## config.mk

```make
export PLATFORM = sky130hd
export DESIGN_NAME = alu_iter
export DESIGN_NICKNAME = d
export VERILOG_FILES = /design/src/rtl/alu_iter.sv
export SDC_FILE = /design/constraint.sdc
export NUM_CORES = 1
export LEC_CHECK = 0
export CAP_MARGIN = 20
export CORE_AREA = 3 3 132 134
export CTS_CLUSTER_SIZE = 24
export DETAILED_ROUTE_END_ITERATION = 8
export DIE_AREA = 0 0 135 137
export PLACE_DENSITY = 0.89
export SLEW_MARGIN = 20
export SYNTH_ARGS = -nofsm -noshare
export SYNTH_HDL_FRONTEND = slang
export SYNTH_SLANG_ARGS = --single-unit
```

## constraint.sdc

```tcl
create_clock -name clk -period 2.8 [get_ports clk]
set_clock_uncertainty 0.05 [all_clocks]
set_input_delay 0.28 -clock clk [delete_from_list [all_inputs] [get_ports clk]]
set_output_delay 0.28 -clock clk [all_outputs]
set_load 0.1 [all_outputs]
```

## src/rtl/alu_iter.sv

```systemverilog
// Iterative ALU: single-cycle logic/arith ops, bit-serial shifts and optional shift-add multiply.
// Define ALU_ITER_MUL_EN to build the MUL/MULHU datapath; otherwise opcodes 11/12 report illegal.
module alu_iter #(
  parameter int unsigned XLEN = 32
) (
  input  logic            clk,
  input  logic            rst_n,
  input  logic            in_valid,
  output logic            in_ready,
  input  logic [4:0]      func,
  input  logic [XLEN-1:0] src_a,
  input  logic [XLEN-1:0] src_b,
  output logic            out_valid,
  input  logic            out_ready,
  output logic [XLEN-1:0] out,
  output logic            illegal
);

  localparam int unsigned SHW = $clog2(XLEN);
  localparam int unsigned CW  = SHW + 1;

  localparam logic [4:0] OP_ADD   = 5'd1;
  localparam logic [4:0] OP_SUB   = 5'd2;
  localparam logic [4:0] OP_AND   = 5'd3;
  localparam logic [4:0] OP_OR    = 5'd4;
  localparam logic [4:0] OP_XOR   = 5'd5;
  localparam logic [4:0] OP_SLL   = 5'd6;
  localparam logic [4:0] OP_SRL   = 5'd7;
  localparam logic [4:0] OP_SRA   = 5'd8;
  localparam logic [4:0] OP_SLT   = 5'd9;
  localparam logic [4:0] OP_SLTU  = 5'd10;
`ifdef ALU_ITER_MUL_EN
  localparam logic [4:0] OP_MUL   = 5'd11;
  localparam logic [4:0] OP_MULHU = 5'd12;
`endif

  typedef enum logic [1:0] {
    S_IDLE  = 2'd0,
    S_SHIFT = 2'd1,
`ifdef ALU_ITER_MUL_EN
    S_MUL   = 2'd2,
`endif
    S_DONE  = 2'd3
  } state_t;

  state_t          state, state_d;
  logic            in_ready_d, out_valid_d, illegal_d;
  logic [XLEN-1:0] out_d;
  logic [4:0]      op, op_d;
  logic [XLEN-1:0] acc, acc_d;
  logic [CW-1:0]   cnt, cnt_d;
  logic [XLEN-1:0] alu_res;
  logic [XLEN-1:0] shifted;
  logic [SHW-1:0]  shamt;
`ifdef ALU_ITER_MUL_EN
  logic [2*XLEN-1:0] prod, prod_d, prod_step;
  logic [XLEN:0]     madd;
`endif

  assign shamt = src_b[SHW-1:0];

  // Single-cycle results, evaluated on the operands offered at acceptance
  always_comb begin
    alu_res = '0;
    case (func)
      OP_ADD:  alu_res = src_a + src_b;
      OP_SUB:  alu_res = src_a - src_b;
      OP_AND:  alu_res = src_a & src_b;
      OP_OR:   alu_res = src_a | src_b;
      OP_XOR:  alu_res = src_a ^ src_b;
      OP_SLT:  alu_res = {{(XLEN-1){1'b0}}, ($signed(src_a) < $signed(src_b))};
      OP_SLTU: alu_res = {{(XLEN-1){1'b0}}, (src_a < src_b)};
      default: alu_res = '0;
    endcase
  end

  // One-bit shift step of the working register
  always_comb begin
    shifted = acc;
    case (op)
      OP_SLL:  shifted = {acc[XLEN-2:0], 1'b0};
      OP_SRL:  shifted = {1'b0, acc[XLEN-1:1]};
      default: shifted = {acc[XLEN-1], acc[XLEN-1:1]};
    endcase
  end

`ifdef ALU_ITER_MUL_EN
  // Shift-add step: conditionally add multiplicand to the high half, then shift right
  always_comb begin
    madd      = {1'b0, prod[2*XLEN-1:XLEN]} + {1'b0, (prod[0] ? acc : {XLEN{1'b0}})};
    prod_step = {madd, prod[XLEN-1:1]};
  end
`endif

  // Next-state and registered-output logic
  always_comb begin
    state_d   = state;
    out_d     = out;
    illegal_d = illegal;
    op_d      = op;
    acc_d     = acc;
    cnt_d     = cnt;
`ifdef ALU_ITER_MUL_EN
    prod_d    = prod;
`endif
    case (state)
      S_IDLE: begin
        if (in_valid) begin
          op_d = func;
          case (func)
            OP_ADD, OP_SUB, OP_AND, OP_OR, OP_XOR, OP_SLT, OP_SLTU: begin
              out_d     = alu_res;
              illegal_d = 1'b0;
              state_d   = S_DONE;
            end
            OP_SLL, OP_SRL, OP_SRA: begin
              illegal_d = 1'b0;
              if (shamt == '0) begin
                out_d   = src_a;
                state_d = S_DONE;
              end else begin
                acc_d   = src_a;
                cnt_d   = CW'(shamt);
                state_d = S_SHIFT;
              end
            end
`ifdef ALU_ITER_MUL_EN
            OP_MUL, OP_MULHU: begin
              illegal_d = 1'b0;
              acc_d     = src_a;
              prod_d    = {{XLEN{1'b0}}, src_b};
              cnt_d     = CW'(XLEN);
              state_d   = S_MUL;
            end
`endif
            default: begin
              out_d     = '0;
              illegal_d = 1'b1;
              state_d   = S_DONE;
            end
          endcase
        end
      end
      S_SHIFT: begin
        acc_d = shifted;
        cnt_d = cnt - CW'(1);
        if (cnt == CW'(1)) begin
          out_d   = shifted;
          state_d = S_DONE;
        end
      end
`ifdef ALU_ITER_MUL_EN
      S_MUL: begin
        prod_d = prod_step;
        cnt_d  = cnt - CW'(1);
        if (cnt == CW'(1)) begin
          out_d   = (op == OP_MUL) ? prod_step[XLEN-1:0] : prod_step[2*XLEN-1:XLEN];
          state_d = S_DONE;
        end
      end
`endif
      S_DONE: begin
        if (out_ready) state_d = S_IDLE;
      end
      default: state_d = S_IDLE;
    endcase
    in_ready_d  = (state_d == S_IDLE);
    out_valid_d = (state_d == S_DONE);
  end

  always_ff @(posedge clk or negedge rst_n) begin
    if (!rst_n) begin
      state     <= S_IDLE;
      in_ready  <= 1'b1;
      out_valid <= 1'b0;
      out       <= '0;
      illegal   <= 1'b0;
      op        <= '0;
      acc       <= '0;
      cnt       <= '0;
`ifdef ALU_ITER_MUL_EN
      prod      <= '0;
`endif
    end else begin
      state     <= state_d;
      in_ready  <= in_ready_d;
      out_valid <= out_valid_d;
      out       <= out_d;
      illegal   <= illegal_d;
      op        <= op_d;
      acc       <= acc_d;
      cnt       <= cnt_d;
`ifdef ALU_ITER_MUL_EN
      prod      <= prod_d;
`endif
    end
  end

endmodule

```

==> results of run 1 <==
## per-stage QoR
step           area, sq um  setup WS [ps]  TNS, ps  cells  hold slack (ps)
3_5_place_dp         12800           -906   -17620   1850              446
3_3_place_gp         12800           -797   -15360   1850              431
2_1_floorplan         9560           8.94        0   1306            -65.6
4_1_cts              13800          -83.3     -168   1876              102
## cells by family after synthesis
| group | Yosys count | synth area share |
|---|---|---|
| mux | 44 | 0.0471 |
| simple gates | 390 | 0.184 |
| compound gates | 473 | 0.315 |
| flops | 80 | 0.210 |
| fa+ha+maj | 117 | 0.155 |
| buf+inv | 188 | 0.0771 |
| xor+xnor | 14 | 0.0128 |
## repair_timing
| action | in CTS |
|---|---|
| gates cloned | 0 |
| gates resized for setup | 156 |
| setup endpoints to repair | 25 |
| pin swaps | 64 |
| buffers inserted | 11 |
## routing by layer
| layer | track usage | overflow |
|---|---|---|
| met1 | 0.646 | 0 |
| met2 | 0.858 | 37 |
| met3 | 0.483 | 0 |
| met4 | 0.668 | 40 |
| met5 | 0.133 | 0 |
==> flow_metrics.env, run 1 <==
export IMPL_avgSynthCellArea_sq_um=7.32
export IMPL_flow_stopped_at="global routing"
export IMPL_ys_flop_type="dfrtp_1"
export IMPL_ys_warn_count=0
export IMPL_die_h_um=137
export IMPL_stop_error="[ERROR GRT-0232] Routing congestion too high. Check the congestion heatmap in the GUI."
export IMPL_gp_congestion=1.13
export IMPL_rows=47
export IMPL_numCtsBuffers=9
export IMPL_grt_overflow_total=77
export IMPL_start_util=0.582
export IMPL_cts_sinks=80
export IMPL_hpwlAfterDp_um=30200
export IMPL_io_buffers=107
export IMPL_ys_seq_area_frac=0.210
export IMPL_netlist_top_cells_count="nor2_1 (151), a21oi_1 (146), nand2_1 (122), ha_1 (115), inv_1 (102)"
export IMPL_synth_top_area_frac=0.207
export IMPL_synth_cell_types=78
export IMPL_cts_root_buffer="clkbuf_16"
export IMPL_yosysMostFrequentCell="nor2_1"
export IMPL_synth_edff_count=0
export IMPL_synth_area_top_cells="dfrtp_1 (21%), ha_1 (15%), a21oi_1 (7.6%), nor2_1 (5.9%), nand2_1 (4.8%)"
export IMPL_synthCells=1306
export IMPL_status="did not finish"
export IMPL_hold_buffers=0
export IMPL_grt_max_degree=81
export IMPL_worst_endpoint="out[24]$_DFFE_PN0P_/D"
export IMPL_synth_area_leader_cell="dfrtp_1"
export IMPL_pin_count=108
export IMPL_h_tree_depth=3
export IMPL_synth_async_reset_ratio=1.00
export IMPL_synth_fp_nets=1496
export IMPL_track_usage=0.659
export IMPL_synth_area_sq_um=9560
export IMPL_ys_ff_latch=80
export IMPL_die_w_um=135
export IMPL_clock_path_buffers=2
export IMPL_worst_endpoint_kind="register input"
==> run 2, diff against run 1 <==
CORE_AREA = 3 3 159 161   (was 3 3 132 134)
CTS_CLUSTER_SIZE = unset   (was 24)
DIE_AREA = 0 0 162 164   (was 0 0 135 137)
PLACE_DENSITY = unset   (was 0.89)
PLACE_DENSITY_LB_ADDON = 0.15   (was unset)
==> flow_metrics.env, run 2 <==
export IMPL_detailroute_via_count=11500
export IMPL_cts_sinks=80
export IMPL_ys_seq_area_frac=0.210
export IMPL_max_freq_ghz=0.346
export IMPL_clock_path_buffers=2
export IMPL_cp_end_kind="flip-flop"
export IMPL_slowest_stage="or4_4"
export IMPL_leakage_uw=0.00674
export IMPL_setup_slack_ps=-91.2
export IMPL_antenna_cells=0
export IMPL_synth_area_leader_cell="dfrtp_1"
export IMPL_ir_worst_vdd_uv=1050
export IMPL_critical_path_top_delay_family="compound AO/OA/AOI/OAI gates"
export IMPL_start_kind="input pin"
export IMPL_synth_cell_types=78
export IMPL_layout_common_cells="buf_4 (407), nor2_1 (144), a21oi_1 (133)"
export IMPL_dr_pass1_iters=8
export IMPL_nNetsFinal=1919
export IMPL_status="finished, violations left"
export IMPL_crit_chain="dlygate4sd2_1 > inv_2 > ha_4 > or4_4 > nand2b_4 > a211oi_4 > nor4_4 > buf_4 > o21ai_4 > a311oi_1 > buf_4 > a211o_1 > a221oi_2 > o221ai_1"
export IMPL_path_buf_inv=4
export IMPL_core_sq_um=24100
export IMPL_ys_flop_type="dfrtp_1"
export IMPL_design_die_area_sq_um=26600
export IMPL_cp_slowest_stage_delay_ps=540
export IMPL_netlist_top_cells_count="nor2_1 (151), a21oi_1 (146), nand2_1 (122), ha_1 (115), inv_1 (102)"
export IMPL_finalCriticalPeriod_ps=2890
export IMPL_fill_cells=2256
export IMPL_die_w_um=162
export IMPL_grt_pass1_vias=11400
export IMPL_synthCells=1306
export IMPL_drt_drc_violations_left=0
export IMPL_crit_top_cell="buf_4"
export IMPL_hpwlAfterDp_um=33700
export IMPL_layout_commonest_cell="buf_4"
export IMPL_yosysMostFrequentCell="nor2_1"
export IMPL_rows=57
export IMPL_io_buffers=107
export IMPL_drv_cap=0
export IMPL_antenna_found_initial=0
export IMPL_grt_overflow_total=0
export IMPL_synth_edff_count=0
export IMPL_synth_async_reset_ratio=1.00
export IMPL_synth_top_area_frac=0.207
export IMPL_ys_warn_count=0
export IMPL_area_delta_synth_final_pct=54.0
export IMPL_drive_gt1_frac=0.349
export IMPL_fin_cells=2058
export IMPL_p_per_area_nw_per_um2=703
export IMPL_clk_latency_ps=360
export IMPL_grt_first_pass_wirelength_um=64500
export IMPL_viasPerCell=5.61
export IMPL_worstSetupPathType="input pin to flip-flop"
export IMPL_stdcell_area_sq_um=14700
export IMPL_rsz0062_at_grt="true"
export IMPL_cp_required_ps=2970
export IMPL_gp_congestion=0.962
export IMPL_track_usage=0.312
export IMPL_worst_pin_slew_ps=814
export IMPL_h_tree_depth=3
export IMPL_clk_pin_slew_worst_paths_ps=70
export IMPL_ys_ff_latch=80
export IMPL_fin_crit_sh=1.03
export IMPL_start_util=0.396
export IMPL_placed_area_sq_um=13500
export IMPL_hold_class="input pin to flip-flop"
export IMPL_numCtsBuffers=9
export IMPL_dp_cells=2025
export IMPL_synth_area_sq_um=9560
export IMPL_reg_top3="acc (32), out (32), cnt (6)"
export IMPL_pin_count=108
export IMPL_grt_max_degree=81
export IMPL_setup_violations=3
export IMPL_antenna_left=0
export IMPL_routedWlPerCell_um=20.7
export IMPL_drt_initial_drc_count=968
export IMPL_wl_um=42700
export IMPL_avgSynthCellArea_sq_um=7.32
export IMPL_cts_root_buffer="clkbuf_16"
export IMPL_hold_viol_final=0
export IMPL_cp_arrival_ps=3060
export IMPL_synth_fp_nets=1496
export IMPL_synth_area_top_cells="dfrtp_1 (21%), ha_1 (15%), a21oi_1 (7.6%), nor2_1 (5.9%), nand2_1 (4.8%)"
export IMPL_slew_viol_final=0
export IMPL_cts_tree="done"
export IMPL_crit_fanout=3
export IMPL_failed_checks="setup timing"
export IMPL_timing_slew_headroom=0.457
export IMPL_die_h_um=164
## run 2: cell counts after synthesis
Identical to the previous run, type by type.
## run 2: power by group
group	total, uW	switching [uW]	internal, uW
combinational	6830	4470	2360
clock	1330	539	787
sequential	2200	469	1730
total	10400	5480	4880
## run 2: final timing paths
| path | from | to | depth (start not counted) | slack (ps) |
|---|---|---|---|---|
| max | src_b[8] | out[31]$_DFFE_PN0P_ | 14 | -90 |
| min | src_b[0] | cnt[0]$_DFFE_PN0P_ | 3 | 300 |
| max reg2reg | state[0]$_DFF_PN0_ | out[27]$_DFFE_PN0P_ | 7 | 150 |
| min reg2reg | acc[0]$_DFFE_PN0P_ | acc[0]$_DFFE_PN0P_ | 1 | 450 |
| max in group asynchronous | rst_n | out[8]$_DFFE_PN0P_ | 2 | 1630 |
| min in group asynchronous | rst_n | out[27]$_DFFE_PN0P_ | 2 | 510 |
## run 2: repair_timing
action | 4_1_cts | 5_1_grt
pin swaps | 59 | 30
hold endpoints to repair | 0 | 21
cloned | 0 | 0
hold buffers | 0 | 1
buffers inserted | 16 | 2
setup endpoints to repair | 26 | 20
resized for setup | 172 | 57
## run 2: worst min-delay path: stages
cell and delay [ps]:
clkbuf_2 130, buf_4 130, a221o_1 130
## run 2: through the flow
| step | setup TNS, ps | worst slack, ps | utilization | power [uW] | hold slack (ps) |
|---|---|---|---|---|---|
| after floorplan | 0 | 8.94 | - | 6480 | -65.6 |
| after global placement | -20380 | -914 | 0.561 | 8710 | 431 |
| after detailed placement | -20090 | -927 | 0.561 | 8780 | 438 |
| after CTS | 0 | 9.30 | 0.602 | 10300 | 128 |
| after global routing | -770 | -194 | 0.611 | 11000 | 337 |
| final | -181 | -91.2 | 0.611 | 10400 | 299 |
## run 2: final cells by class
cell class	count	area (sq um)	share of cell area
Clock buffer	10	229	0.0156
Clock inverter	6	92.6	0.00629
Inverter	104	390	0.0265
Multi-Input combinational cell	1038	7630	0.518
Sequential cell	80	2000	0.136
Tap cell	324	405	0.0275
Timing Repair Buffer	496	3970	0.269
## run 2: metal layers
| layer | vias to the layer above | routed length (um) | global-route usage |
|---|---|---|---|
| met5 | - | 0 | 0 |
| met1 | 5544 | 17600 | 0.385 |
| met4 | 0 | 1860 | 0.130 |
| li1 | 5491 | - | - |
| met3 | 90 | 2440 | 0.0436 |
| met2 | 424 | 20800 | 0.547 |
## run 2: logic make-up (layout without fill, tap and decap cells)
kind of cell | count (synthesis) | count (layout) | synth area share
AO/OA/AOI/OAI | 473 | 473 | 0.315
XOR/XNOR | 14 | 14 | 0.0128
adder cells (fa/ha/maj) | 117 | 117 | 0.155
buffers and inverters | 188 | 616 | 0.0771
flip-flops | 80 | 80 | 0.210
multiplexers | 44 | 44 | 0.0471
AND/OR/NAND/NOR | 390 | 390 | 0.184
Power figures use the tool's default switching activity.
